File: src/rtl/uart_tx_parity_pkg.sv
// Shared UART definitions: frame FSM encodings and oversampling constants,
// imported by both the transmitter and the receiver so the two ends agree.
package uart_tx_parity_pkg;

    typedef enum logic [2:0] {
        ST_IDLE   = 3'd0,
        ST_START  = 3'd1,
        ST_DATA   = 3'd2,
        ST_PARITY = 3'd3,
        ST_STOP   = 3'd4
    } uart_state_e;

    // s_tick periods per start, data and parity bit
    localparam int unsigned OVERSAMPLE = 16;

    // Count-of-ones parity of the low nbits of d, seeded with odd_sel
    function automatic logic frame_parity(input logic [7:0] d,
                                          input int unsigned nbits,
                                          input logic odd_sel);
        logic acc;
        acc = odd_sel;
        for (int unsigned i = 0; i < 8; i++) begin
            if (i < nbits) acc = acc ^ d[i];
        end
        return acc;
    endfunction

endpackage

File: src/rtl/uart_tx_parity.sv
// UART transmitter with optional even/odd parity, clocked by an external
// 16x oversampling tick; the line output is registered and glitch-free.
module uart_tx_parity
    import uart_tx_parity_pkg::*;
#(
    parameter int DBIT       = 8,
    parameter int SB_TICK    = 16,
    parameter int PARITY_EN  = 1,
    parameter int PARITY_ODD = 0
) (
    input  logic       clk,
    input  logic       reset,
    input  logic       s_tick,
    input  logic       tx_start,
    input  logic [7:0] din,
    output logic       tx,
    output logic       tx_busy,
    output logic       tx_done_tick
);

    localparam logic [4:0] LAST_TICK = 5'(OVERSAMPLE - 1);
    localparam logic [4:0] LAST_STOP = 5'(SB_TICK - 1);
    localparam logic [2:0] LAST_BIT  = 3'(DBIT - 1);
    localparam logic       P_SEED    = (PARITY_ODD != 0);

    uart_state_e r_state;
    logic [4:0]  r_s;
    logic [2:0]  r_n;
    logic [7:0]  r_b;
    logic        r_p;
    logic        r_tx;

    uart_state_e w_state_next;
    logic [4:0]  w_s_next;
    logic [2:0]  w_n_next;
    logic [7:0]  w_b_next;
    logic        w_p_next;
    logic        w_tx_next;

    always_ff @(posedge clk) begin
        if (reset) begin
            r_state <= ST_IDLE;
            r_s     <= '0;
            r_n     <= '0;
            r_b     <= '0;
            r_p     <= 1'b0;
            r_tx    <= 1'b1;
        end else begin
            r_state <= w_state_next;
            r_s     <= w_s_next;
            r_n     <= w_n_next;
            r_b     <= w_b_next;
            r_p     <= w_p_next;
            r_tx    <= w_tx_next;
        end
    end

    always_comb begin
        w_state_next = r_state;
        w_s_next     = r_s;
        w_n_next     = r_n;
        w_b_next     = r_b;
        w_p_next     = r_p;
        case (r_state)
            ST_IDLE: begin
                if (tx_start) begin
                    w_state_next = ST_START;
                    w_b_next     = din;
                    w_s_next     = '0;
                    w_p_next     = P_SEED;
                end
            end
            ST_START: begin
                if (s_tick) begin
                    if (r_s == LAST_TICK) begin
                        w_state_next = ST_DATA;
                        w_s_next     = '0;
                        w_n_next     = '0;
                    end else begin
                        w_s_next = r_s + 5'd1;
                    end
                end
            end
            ST_DATA: begin
                if (s_tick) begin
                    if (r_s == LAST_TICK) begin
                        w_p_next = r_p ^ r_b[0];
                        w_b_next = r_b >> 1;
                        w_s_next = '0;
                        if (r_n == LAST_BIT) begin
                            w_state_next = (PARITY_EN != 0) ? ST_PARITY : ST_STOP;
                        end else begin
                            w_n_next = r_n + 3'd1;
                        end
                    end else begin
                        w_s_next = r_s + 5'd1;
                    end
                end
            end
            ST_PARITY: begin
                if (s_tick) begin
                    if (r_s == LAST_TICK) begin
                        w_state_next = ST_STOP;
                        w_s_next     = '0;
                    end else begin
                        w_s_next = r_s + 5'd1;
                    end
                end
            end
            ST_STOP: begin
                if (s_tick) begin
                    if (r_s == LAST_STOP) begin
                        w_state_next = ST_IDLE;
                    end else begin
                        w_s_next = r_s + 5'd1;
                    end
                end
            end
            default: begin
                w_state_next = ST_IDLE;
                w_s_next     = '0;
                w_n_next     = '0;
            end
        endcase

        // Line value follows the next state so tx switches on the same edge
        case (w_state_next)
            ST_START:  w_tx_next = 1'b0;
            ST_DATA:   w_tx_next = w_b_next[0];
            ST_PARITY: w_tx_next = w_p_next;
            default:   w_tx_next = 1'b1;
        endcase
    end

    always_comb begin
        tx           = r_tx;
        tx_busy      = (r_state != ST_IDLE);
        tx_done_tick = (r_state == ST_STOP) && s_tick && (r_s == LAST_STOP) && !reset;
    end

endmodule
File: config.mk
export PLATFORM = sky130hd
export DESIGN_NAME = uart_tx_parity
export DESIGN_NICKNAME = d
export VERILOG_FILES = /design/src/rtl/uart_tx_parity_pkg.sv /design/src/rtl/uart_tx_parity.sv
export SDC_FILE = /design/constraint.sdc
export NUM_CORES = 1
export LEC_CHECK = 0
export CAP_MARGIN = 25
export CORE_UTILIZATION = 58
export DETAILED_ROUTE_END_ITERATION = 10
export PLACE_DENSITY = 0.83
export SLEW_MARGIN = 20
export SYNTH_ARGS = -nofsm -noshare
export SYNTH_HDL_FRONTEND = slang
export SYNTH_SLANG_ARGS = --single-unit
File: constraint.sdc
create_clock -name clk -period 4.8 [get_ports clk]
set_clock_uncertainty 0.05 [all_clocks]
set_input_delay 0.72 -clock clk [delete_from_list [all_inputs] [get_ports clk]]
set_output_delay 0.72 -clock clk [all_outputs]
set_load 0.05 [all_outputs]
After elaboration in Yosys (flattened, before gate mapping)
Cells that the tools add are included.
{"block": "word_totals", "register_bits": 21, "latch_bits": 0, "mem_bits_rw": 0, "mem_bits_ro": 0, "inputBits": 12, "out_inout_bits": 3, "elab_cells": 73, "n_memories": 0}
{"block": "classes", "n_addsub": 2, "n_mul": 0, "div": 0, "magnitude_cmp": 0, "eq_ne": 18, "shift": 0, "n_mux": 32, "n_bitwise": 2, "reduce_logical": 12}
{"op": "$mux 3", "count": 15}
{"op": "$mux 5", "count": 5}
{"op": "$mux 8", "count": 3}
{"op": "$ne 2x2->1 const B", "count": 8}
{"op": "$pmux 8 s2", "count": 1}
{"op": "$pmux 3 s5", "count": 1}
{"op": "$pmux 5 s3", "count": 1}
{"op": "$eq 3x2->1 const B", "count": 4}
{"op": "$pmux 3 s3", "count": 1}
{"op": "$reduce_and 4->1", "count": 2}
{"op": "$eq 3x1->1 const B", "count": 2}
{"op": "$eq 3x3->1 const B", "count": 2}
{"op": "$reduce_and 6->1", "count": 1}
{"op": "$reduce_or 3->1", "count": 2}
{"op": "$add 5x1->5 const B", "count": 1}
{"op": "$eq 5x4->1 const B", "count": 1}
{"op": "$add 3x1->3 const B", "count": 1}
{"op": "$logic_and 1x1->1", "count": 3}
{"op": "$logic_not 3->1", "count": 1}
{"op": "$mux 1", "count": 3}
{"op": "$pmux 1 s3", "count": 1}
{"op": "$reduce_bool 3->1", "count": 1}
{"op": "$ne 2x1->1 const B", "count": 1}
{"op": "$pmux 1 s2", "count": 1}
{"op": "4 further kinds", "count": 4}

Logic depth before layout (Yosys ltp)
{"block": "depth", "ltp_word": 7, "ltp_mapped": 8, "depth_no_buf": 8}

Least setup slack after synthesis
No wires, ideal clock.
{"block": "synth_timing", "path_type": "flip-flop to output port", "start": "register r_s[0]", "end": "output port tx_done_tick", "arrival_time_ns": 2.138, "t_required_ns": 4.030, "path_slack_ns": 1.892, "stages_incl_launch_ff": 6, "n_path_buf": 0, "path_cell_list": "dfxtp_1 > ha_1 > and3_1 > ha_1 > nand2_1 > nor3_1"}
{"block": "synth_via", "elab_chain_cells": 3}
{"item": "from (decl)", "line": "uart_tx_parity.sv:27", "text": "logic [4:0] r_s;"}
{"item": "from (signal assigned)", "line": "uart_tx_parity.sv:50", "text": "r_s <= w_s_next;"}
{"item": "$eq 5x4->1", "line": "uart_tx_parity.sv:138", "text": "tx_done_tick = (r_state == ST_STOP) && s_tick && (r_s == LAST_STOP) && !reset;"}
{"item": "$logic_and 1x1->1 (2 in series)", "line": "uart_tx_parity.sv:138"}
{"item": "to (decl)", "line": "uart_tx_parity.sv:18", "text": "output logic tx_done_tick"}
Every way passes these cells.

Worst setup path after layout
{"block": "layout_timing", "start": "input port reset", "end": "output port tx_done_tick"}
{"block": "layout_via", "elab_chain_cells": 2}
{"item": "from (decl)", "line": "uart_tx_parity.sv:12", "text": "input logic reset,"}
{"item": "$logic_not 1->1", "line": "uart_tx_parity.sv:138"}
{"item": "$logic_and 1x1->1", "line": "uart_tx_parity.sv:138"}
Every way passes these cells.

==> impl_metrics.json <==
{
  "maxCapViolCount": 0,
  "synthTopCellsByArea": "dfxtp_1, ha_1, a21oi_1",
  "end_kind": "primary output",
  "min_path_cells": 2,
  "netlist_instances": 136,
  "tns_ps": 0,
  "clk_pin_slew_worst_paths_ps": 110,
  "synth_fp_nets": 154,
  "min_period_over_period_pct": 71.2,
  "synth_common_cells": "dfxtp_1, nor2_1, a21oi_1",
  "vias_per_cell": 5.57,
  "routed_wl_um": 2240,
  "wl_per_cell_um": 12.9,
  "fin_crit_ps": 3420,
  "ys_ff_latch": 21,
  "cp_max_fo": 20,
  "r2r_cells": 7,
  "cts_buffers": 3,
  "clkSinkCount": 21,
  "ys.warnings.count": 0,
  "crit_arrival_ps": 2650,
  "globalplace.congestion": 0.833,
  "tightest_slew_ps": 792,
  "detail-route-antenna-nets": 0,
  "drive_gt1_share_pct": 12.2,
  "drt_iter0_markers": 9,
  "grt_max_degree": 21,
  "yosys.area.top_type_share_pct": 35.3,
  "area_delta_synth_final_pct": 12.0,
  "hold_buffers": 0,
  "synth_most_common_cell": "dfxtp_1",
  "vdd_ir_drop_max_mv": 0.250,
  "track_usage_pct": 22.3,
  "syn_area_per_cell_sq_um": 8.77,
  "die_w_um": 47.3,
  "final_core_util_pct": 68.8,
  "die-area_sq_um": 2240,
  "max_freq_ghz": 0.293,
  "clk_latency_ps": 290,
  "holdWs_ps": 415,
  "core.rowCount": 16,
  "hold_viol_final": 0,
  "syn_area_sq_um": 1190,
  "cts_root_buf": "clkbuf_4",
  "critPathRequiredTime_ps": 4030,
  "synthDistinctLibCells": 38,
  "vias": 969,
  "postCtsResizedCells": 0,
  "rsz0062_at_grt": "no",
  "asyncSetResetFlopFracSynth_pct": 0,
  "p_leak_nw": 0.470,
  "dr.pass1.iters": 3,
  "status": "complete, no violations",
  "postCtsSetupRepairBufs": 0,
  "grt_pass1_vias": 872,
  "maxSlewHeadroom_pct": 47.0,
  "powerDensity_nw_per_um2": 242,
  "synth_flop_cell": "dfxtp_1",
  "grt_overflow": 0,
  "ys_seq_area_share_pct": 35.3,
  "start_util_pct": 61.4,
  "hold_class": "reg2reg",
  "yosys.area.top_type": "dfxtp_1",
  "nNetsFinal": 166,
  "cts_htree_levels": 1,
  "diodes": 0,
  "io_buffer_count": 14,
  "startpoint_type": "input port",
  "drcViolationCount": 0,
  "grt_pass1_wl_um": 3540,
  "synth_edf_count": 0,
  "setup_viol": 0,
  "io_pins": 15,
  "grt_antenna_before_repair": 0,
  "critical_path_class": "in2out",
  "clk_path_buf_depth": 2,
  "core_area_sq_um": 1940,
  "dp_hpwl_um": 1690,
  "cts_tree": "done",
  "drv_slew": 0,
  "die_h_um": 47.3
}
-- placed cells by master (no fill, tap or decap), drive strengths merged --
cell type	instances
and4b	1
a21oi	16
mux2i	4
xor2	1
and3	2
a22oi	7
or3	1
nand3b	2
o21ai	6
clkdlybuf4s50	14
inv	3
nor3	2
or2	1
a311o	1
o21bai	1
a211oi	2
clkbuf	4
nor2	18
nor4b	1
nor2b	5
nor3b	2
nand3	5
ha	6
a31oi	2
a221oi	1
nand2	13
dfxtp	21
nand2b	2
and2	1
or3b	2
-- sequential cells by signal, indices dropped and copies added (netlist names) --
name / flops
r_b: 8
r_s: 5
r_n: 3
r_state: 3
r_p: 1
tx: 1
-- per-layer routing --
layer | routed length, um | global-route usage [%] | share of wire [%] | vias to the layer above
li1 | - | - | - | 501
met1 | 1040 | 27.2 | 46 | 453
met2 | 1120 | 38.1 | 50 | 9
met3 | 34 | 3.85 | 1.5 | 6
met4 | 44 | 9.71 | 2.0 | 0
met5 | 0 | 0 | 0 | -
-- cell families (layout without fill, tap and decap cells) --
logic type | count (synthesis) | in the layout | share of synthesized area, %
AOI/OAI and AO/OA | 36 | 36 | 20.4
adders and majority gates | 6 | 6 | 6.30
muxes | 4 | 4 | 3.36
and+or+nand+nor | 58 | 58 | 28.2
buffers and inverters | 10 | 21 | 5.77
xor gates and xnor gates | 1 | 1 | 0.735
DFF | 21 | 21 | 35.3
-- metrics by stage --
stage / power [mW] / std cells / instance area, sq um / setup WS (ps)
after CTS: 0.324 / 174 / 1340 / 1390
after global placement: 0.242 / 170 / 1310 / 1380
after floorplan: 0.228 / 136 / 1190 / 1890
after detailed placement: 0.244 / 170 / 1310 / 1370
final: 0.324 / 174 / 1340 / 1380
after global routing: 0.340 / 174 / 1340 / 1290
-- worst paths after layout --
| kind | to | startpoint | slack, ps |
|---|---|---|---|
| setup reg to reg | tx$_SDFF_PP1_ | r_s[0]$_SDFFE_PP0P_ | 2660 |
| setup / recovery | tx_done_tick | reset | 1380 |
| hold reg to reg | r_b[3]$_SDFFE_PP0P_ | r_b[3]$_SDFFE_PP0P_ | 420 |
| hold / removal | r_b[3]$_SDFFE_PP0P_ | r_b[3]$_SDFFE_PP0P_ | 420 |
-- worst max-delay path, stage by stage --
cell and delay [ps]:
clkdlybuf4s50_1 780, nor3_1 310, clkdlybuf4s50_1 830
-- report_power, final --
part | switching [mW] | total (mW) | internal, mW
logic | 0.0283 | 0.0538 | 0.0255
registers | 0.00536 | 0.186 | 0.181
clock network | 0.0512 | 0.0835 | 0.0322
total | 0.0849 | 0.324 | 0.239
-- final cells by class --
cell class              instances  area, sq um
well taps                      27         33.8
fillers                       167          607
clock buffers                   4         26.3
multi-input cells             105          703
flip-flops and latches         21          420
inverters                       3         11.3
repair buffers                 14          140
Note: power is estimated with default switching activity, not from simulation.
